### config.mk
export PLATFORM = sky130hd
export DESIGN_NAME = mod_n_updown_counter
export DESIGN_NICKNAME = d
export VERILOG_FILES = /design/src/rtl/mod_n_updown_counter_pkg.sv /design/src/rtl/mod_n_updown_counter_enable_prescaler.sv /design/src/rtl/mod_n_updown_counter.sv
export SDC_FILE = /design/constraint.sdc
export NUM_CORES = 1
export LEC_CHECK = 0
export CORE_AREA = 8 8 45 47
export DETAILED_ROUTE_END_ITERATION = 10
export DIE_AREA = 0 0 53 55
export PLACE_DENSITY = 0.65
export SYNTH_ARGS = -nofsm -noshare
export SYNTH_HDL_FRONTEND = slang
export SYNTH_SLANG_ARGS = --single-unit
### constraint.sdc
create_clock -name clk -period 2.55 [get_ports clk]
set_input_delay 0.51 -clock clk [delete_from_list [all_inputs] [get_ports clk]]
set_output_delay 0.51 -clock clk [all_outputs]
set_load 0.02 [all_outputs]
### src/rtl/mod_n_updown_counter_pkg.sv
// Shared constants and helpers for the modulo-N up/down counter family.
package mod_n_updown_counter_pkg;

  localparam logic DIR_UP   = 1'b1;
  localparam logic DIR_DOWN = 1'b0;

  localparam int MODE_WRAP = 0;
  localparam int MODE_SAT  = 1;

  // Bits needed to hold values 0..value-1.
  function automatic int clog2(input int value);
    int r;
    r = 0;
    for (int v = value - 1; v > 0; v = v >> 1) r++;
    return r;
  endfunction

endpackage

### src/rtl/mod_n_updown_counter_enable_prescaler.sv
// Divides the enable strobe by PRESCALE: tick fires on every PRESCALE-th enabled cycle.
module mod_n_updown_counter_enable_prescaler
  import mod_n_updown_counter_pkg::*;
#(
  parameter int PRESCALE = 1
) (
  input  logic clk,
  input  logic reset,
  input  logic enable,
  input  logic restart,
  output logic tick
);

  // With PRESCALE=1 the counter is stuck at 0 and tick degenerates to enable.
  localparam int CNT_W = (PRESCALE > 1) ? clog2(PRESCALE) : 1;
  localparam logic [CNT_W-1:0] LAST = CNT_W'(PRESCALE - 1);
  localparam logic [CNT_W-1:0] ONE  = CNT_W'(1);

  logic [CNT_W-1:0] cnt_q;
  logic [CNT_W-1:0] cnt_d;

  assign tick = enable && (cnt_q == LAST);

  always_comb begin
    cnt_d = cnt_q;
    if (restart) begin
      cnt_d = '0;
    end else if (enable) begin
      cnt_d = tick ? '0 : cnt_q + ONE;
    end
  end

  always_ff @(posedge clk or negedge reset) begin
    if (!reset) begin
      cnt_q <= '0;
    end else begin
      cnt_q <= cnt_d;
    end
  end

endmodule

### src/rtl/mod_n_updown_counter.sv
// Modulo-N up/down counter with clear, clamped load, prescaled enable and
// optional saturation; wrap and sat are registered alongside the count.
module mod_n_updown_counter
  import mod_n_updown_counter_pkg::*;
#(
  parameter int WIDTH    = 3,
  parameter int MODULUS  = 8,
  parameter int PRESCALE = 1,
  parameter int SATURATE = 0
) (
  input  logic             clk,
  input  logic             reset,
  input  logic             enable,
  input  logic             up,
  input  logic             clear,
  input  logic             load,
  input  logic [WIDTH-1:0] load_value,
  output logic [WIDTH-1:0] out,
  output logic             wrap,
  output logic             sat
);

  localparam logic [WIDTH-1:0] MAX_V   = WIDTH'(MODULUS - 1);
  localparam logic [WIDTH-1:0] ZERO    = '0;
  localparam logic [WIDTH-1:0] ONE     = WIDTH'(1);
  localparam logic [WIDTH:0]   MOD_EXT = (WIDTH + 1)'(MODULUS);
  localparam logic             SAT_MODE = (SATURATE == MODE_SAT);

  logic             tick;
  logic             restart;
  logic [WIDTH-1:0] out_q, out_d;
  logic             wrap_q, wrap_d;
  logic             sat_q, sat_d;
  logic [WIDTH-1:0] load_clamped;
  logic [WIDTH-1:0] step_val;
  logic             step_wrap;

  assign restart = clear | load;

  mod_n_updown_counter_enable_prescaler #(
    .PRESCALE(PRESCALE)
  ) u_prescaler (
    .clk    (clk),
    .reset  (reset),
    .enable (enable),
    .restart(restart),
    .tick   (tick)
  );

  // Candidate value for a count step, including boundary wrap/hold handling.
  always_comb begin
    load_clamped = ({1'b0, load_value} >= MOD_EXT) ? MAX_V : load_value;
    step_val     = out_q;
    step_wrap    = 1'b0;
    if (up == DIR_UP) begin
      if (out_q == MAX_V) begin
        if (!SAT_MODE) begin
          step_val  = ZERO;
          step_wrap = 1'b1;
        end
      end else begin
        step_val = out_q + ONE;
      end
    end else begin
      if (out_q == ZERO) begin
        if (!SAT_MODE) begin
          step_val  = MAX_V;
          step_wrap = 1'b1;
        end
      end else begin
        step_val = out_q - ONE;
      end
    end
  end

  // Priority: clear > load > step > hold; sat follows the next count and direction.
  always_comb begin
    out_d  = out_q;
    wrap_d = 1'b0;
    if (clear) begin
      out_d = ZERO;
    end else if (load) begin
      out_d = load_clamped;
    end else if (tick) begin
      out_d  = step_val;
      wrap_d = step_wrap;
    end
    sat_d = !clear && SAT_MODE &&
            (((out_d == MAX_V) && (up == DIR_UP)) ||
             ((out_d == ZERO) && (up == DIR_DOWN)));
  end

  always_ff @(posedge clk or negedge reset) begin
    if (!reset) begin
      out_q  <= '0;
      wrap_q <= 1'b0;
      sat_q  <= 1'b0;
    end else begin
      out_q  <= out_d;
      wrap_q <= wrap_d;
      sat_q  <= sat_d;
    end
  end

  assign out  = out_q;
  assign wrap = wrap_q;
  assign sat  = sat_q;

endmodule

==> results by stage, run 1 <==
Flow run:
- The max-cap check violation count is 0.

Detailed routing:
- The total number of vias is 362.
- The per-cell via count in the routed design is a little over 5.
- The initial DRC count is 9.
- The DRC violation count after routing is 0.
- The aggregate routed wire length is 905 um.
- The number of nets with antenna violations after routing is 0.
- Before antenna repair, the detailed router went through 4 iterations.
- The average routed wire per standard cell is 12.57 um.

Logic synthesis:
- The share of synthesized area in the top cell type comes to 0.3195.
- By area the synthesized netlist is led by sky130_fd_sc_hd__dfrtp_1 32%, sky130_fd_sc_hd__ha_1 16%, sky130_fd_sc_hd__a21oi_1 5.1%.
- The cell area that synthesis handed to floorplanning was 391.6 sq um.
- The number of register bits inferred by synthesis is 5.
- The top cell type by total area after synthesis is sky130_fd_sc_hd__dfrtp_1.
- For this run, the register share of the synthesized area comes to 0.3195.
- The net count of the mapped netlist is between 50 and 60.
- During synthesis, Yosys emitted a total of 0 warnings.
- Synthesis handed over a netlist of 42 instances.
- The number of distinct standard cells referenced by the synthesized netlist is 23.
- The mean area per synthesized cell is 9.324 sq um.

Outcome:
- The run finished with clean final reports.

Floorplan:
- 14 I/O pins were placed.
- The area of the placeable core is 1384 sq um.
- The die covers 2915 sq um.
- The initial utilization of the core area, before any placement, comes to 0.2830.
- The die outline height is 55 um.
- The total number of placement rows is 14.
- Measured along the x axis, the die boundary spans 53 um.

Layout:
- The net total in the final layout is between 70 and 80.
- Measured on the finished design, the core utilization comes to 0.3834.
- The post-layout instance area is between 500 and 600 sq um.
- Leaving out fill and tap cells, the most frequent cells in the layout are 12 x sky130_fd_sc_hd__clkdlybuf4s50_1, 5 x sky130_fd_sc_hd__ha_1, 5 x sky130_fd_sc_hd__dfrtp_1, 4 x sky130_fd_sc_hd__inv_1, 4 x sky130_fd_sc_hd__a21oi_1.
- The finished layout holds 72 standard cells, fillers aside.
- The count of antenna diodes in the layout is 0.
- After filler insertion, the fill cell instance count of the layout stands at 145.
- Compared with the post-synthesis result, the final layout area differs by 35.46%.
- Leaving out fill and tap cells, the most frequent cell in the layout is sky130_fd_sc_hd__clkdlybuf4s50_1.
- In the final layout, the share of cells above drive strength 1 is 0.08929.

Critical path:
- The critical path is of the reg -> out type.
- The critical path's top delay family is buffers and inverters.
- The signal on the critical path passes through clkdlybuf4s50_1.
- Data on the critical path is required at its endpoint by 2040 ps.
- STA classifies the critical path endpoint as an output pin.
- STA classifies the critical path startpoint as a flop.
- The worst register-to-register path has a setup slack of 1160 ps.
- The worst register-to-register path has a depth of 4.
- The worst reg2reg path endpoint is out[2].
- Along the worst path, the maximum fanout reaches 7.
- The cell at the slowest stage of the critical path is sky130_fd_sc_hd__clkdlybuf4s50_1.
- The source of the worst register-to-register timing path is out[0].
- The total buffers and inverters traversed by the critical path is 1.
- The arrival time at the worst endpoint is 1340 ps.
- In this design, the stage delay of the slowest critical-path cell is 650 ps.

Clock tree:
- The number of hold buffers added after CTS is 0.
- Buffers inserted during clock tree synthesis total 3.
- The clock drives 5 sinks.
- The TritonCTS clock tree is done.
- The root cell of the clock tree is sky130_fd_sc_hd__clkbuf_4.
- After clock tree synthesis, the setup repair step added 0 buffers.
- In this run the number of H-tree levels came out at 1.
- After clock tree synthesis, the clock-pin slew on the worst setup and hold paths is 50 ps.
- The number of gates resized after CTS was 0.
- The maximum number of buffers from clock root to sink is 2.
- The later pin in the worst-skew pair is clocked with a latency of about 240 ps.

GRT:
- For this run, global-route usage on met3 was measured as 0.01604.
- The total congestion overflow is 0.
- The met2 usage is 0.1035.
- For this run, global-route usage on met1 was measured as 0.07657.
- The global routing usage summed across all routing layers is 0.06630.
- The number of global-route vias before repair is 359.
- The number of antenna violations at the first check in global routing is 0.
- The wire length of the first global-routing pass is 1393 um.
- The pin count of the biggest net entering global routing is 9.
- The highest-utilization routing layer at the global route stage is met2.

Power:
- The analysis attributes to cell leakage a power of 0.2242 nW.
- VDD sags by at most roughly 0.20 mV.
- Power spread over the standard cell area amounts to approximately 470 nW/um^2.

Placement:
- Port buffering added 12 buffers.
- The congestion estimate from routability-driven global placement came to 0.7900.
- The final HPWL from detailed placement is 719 um.
- After detailed placement, the total cell area comes to 504.2 sq um.
- The total placed cells including tap cells is approximately 70.
- The setup slack at placement is ~870 ps.

STA:
- The clock arrives with 1.745 ps of skew.
- The slack of the critical path is ~700 ps.
- The final number of hold-violating endpoints came to 0.
- The count of final setup violators is 0.
- Timing would allow up to approximately 540 MHz.
- The share of the cycle needed by the critical path after routing is 0.7269.
- The clock period minus worst slack is 1854 ps.
- The max-slew violation total from the final report is 0.
- Setup total negative slack on the finished layout was measured at 0 ps.
- Setup repair after global routing left no endpoint under its margin.

Hold path:
- The min-delay analysis places its worst path in the category in -> async.
-- Yosys cell counts --
cell                        number
sky130_fd_sc_hd__and2b_1         1
sky130_fd_sc_hd__a21oi_1         4
sky130_fd_sc_hd__o21ai_0         1
sky130_fd_sc_hd__nand3b_1        1
sky130_fd_sc_hd__a21oi_2         1
sky130_fd_sc_hd__nor4_1          1
sky130_fd_sc_hd__nand3_1         1
sky130_fd_sc_hd__inv_1           4
sky130_fd_sc_hd__nor2_1          2
sky130_fd_sc_hd__conb_1          1
sky130_fd_sc_hd__ha_1            5
sky130_fd_sc_hd__buf_4           1
sky130_fd_sc_hd__nor4b_1         1
sky130_fd_sc_hd__buf_12          1
sky130_fd_sc_hd__a211oi_1        2
sky130_fd_sc_hd__o2111ai_1       1
sky130_fd_sc_hd__o31ai_1         1
sky130_fd_sc_hd__dfrtp_1         5
sky130_fd_sc_hd__nand2b_1        1
sky130_fd_sc_hd__nand2_1         3
sky130_fd_sc_hd__a311oi_1        1
sky130_fd_sc_hd__nand2b_4        1
sky130_fd_sc_hd__o21ai_1         2
-- cell type report --
class / instances / area (sq um) / area share
tap: 16 / 20.02 / 0.03774
multi-input combinational: 31 / 224.0 / 0.4222
timing repair buffer: 12 / 120.1 / 0.2264
sequential: 5 / 125.1 / 0.2358
clock buffer: 4 / 26.28 / 0.04953
inverter: 4 / 15.01 / 0.02830
-- cell families after synthesis --
family / count (synthesis) / share of synthesized area
buffers and inverters: 6 / 0.1086
other: 1 / 0.009575
flip-flops: 5 / 0.3195
AND/OR/NAND/NOR: 12 / 0.1885
adder cells (fa/ha/maj): 5 / 0.1597
AO/OA/AOI/OAI: 13 / 0.2141
-- routing by layer --
metal  vias to the layer above  routed length [um]
met5                         -                   0
met4                         0                  36
met3                         6                  54
met2                        19                 393
met1                       161                 420
li1                        176                   -
-- where the power goes --
part           total [W]  leakage, nW  switching, W  internal (W)
combinational  0.0000637        0.142     0.0000328     0.0000309
sequential     0.0000891       0.0668    0.00000543     0.0000837
clock          0.0000941       0.0150     0.0000348     0.0000593
-- worst max-delay path by stage --
stage | startpoint | to | slack (ps) | depth (start not counted)
after floorplan | out[0] | out[2] | 1150 | 4
after global placement | enable | out[2] | 880 | 5
after detailed placement | enable | out[0] | 870 | 5
after CTS | out[2] | out[2] | 680 | 1
after global routing | out[2] | out[2] | 630 | 1
final | out[2] | out[2] | 700 | 1
-- per-stage QoR --
stage               total power [W]  hold WS, ps
floorplan                 0.0001261        214.4
global placement          0.0001530        564.3
detailed placement        0.0001533        560.8
finish                    0.0002469        493.7
global route              0.0002649        493.8
CTS                       0.0002506        492.1
-- state kept, by name (all words and copies together), names as in the netlist --
name and flops:
out 3, u_prescaler.cnt_q 1, wrap 1
Note: power is estimated with default switching activity, not from simulation.
==> inputs of run 2 (changes only) <==
Clock period 2.55 ns to 1.8 ns, I/O delays scaled along.
==> results of run 2 <==
Same layout as run 1 (identical final DEF). Status: complete, no violations.
Main changes from that run: final weighted congestion in routability-driven placement 0.7900 -> 0.7903; setup slack after placement 865.6 ps -> 265.6 ps; setup slack after layout 696.3 ps -> 96.29 ps; hold slack 493.7 ps -> 343.7 ps; register-to-register setup slack 1160 ps -> 410 ps; total power 0.0002469 W -> 0.0003498 W; worst IR drop on VDD 0.2037 mV -> 0.2885 mV
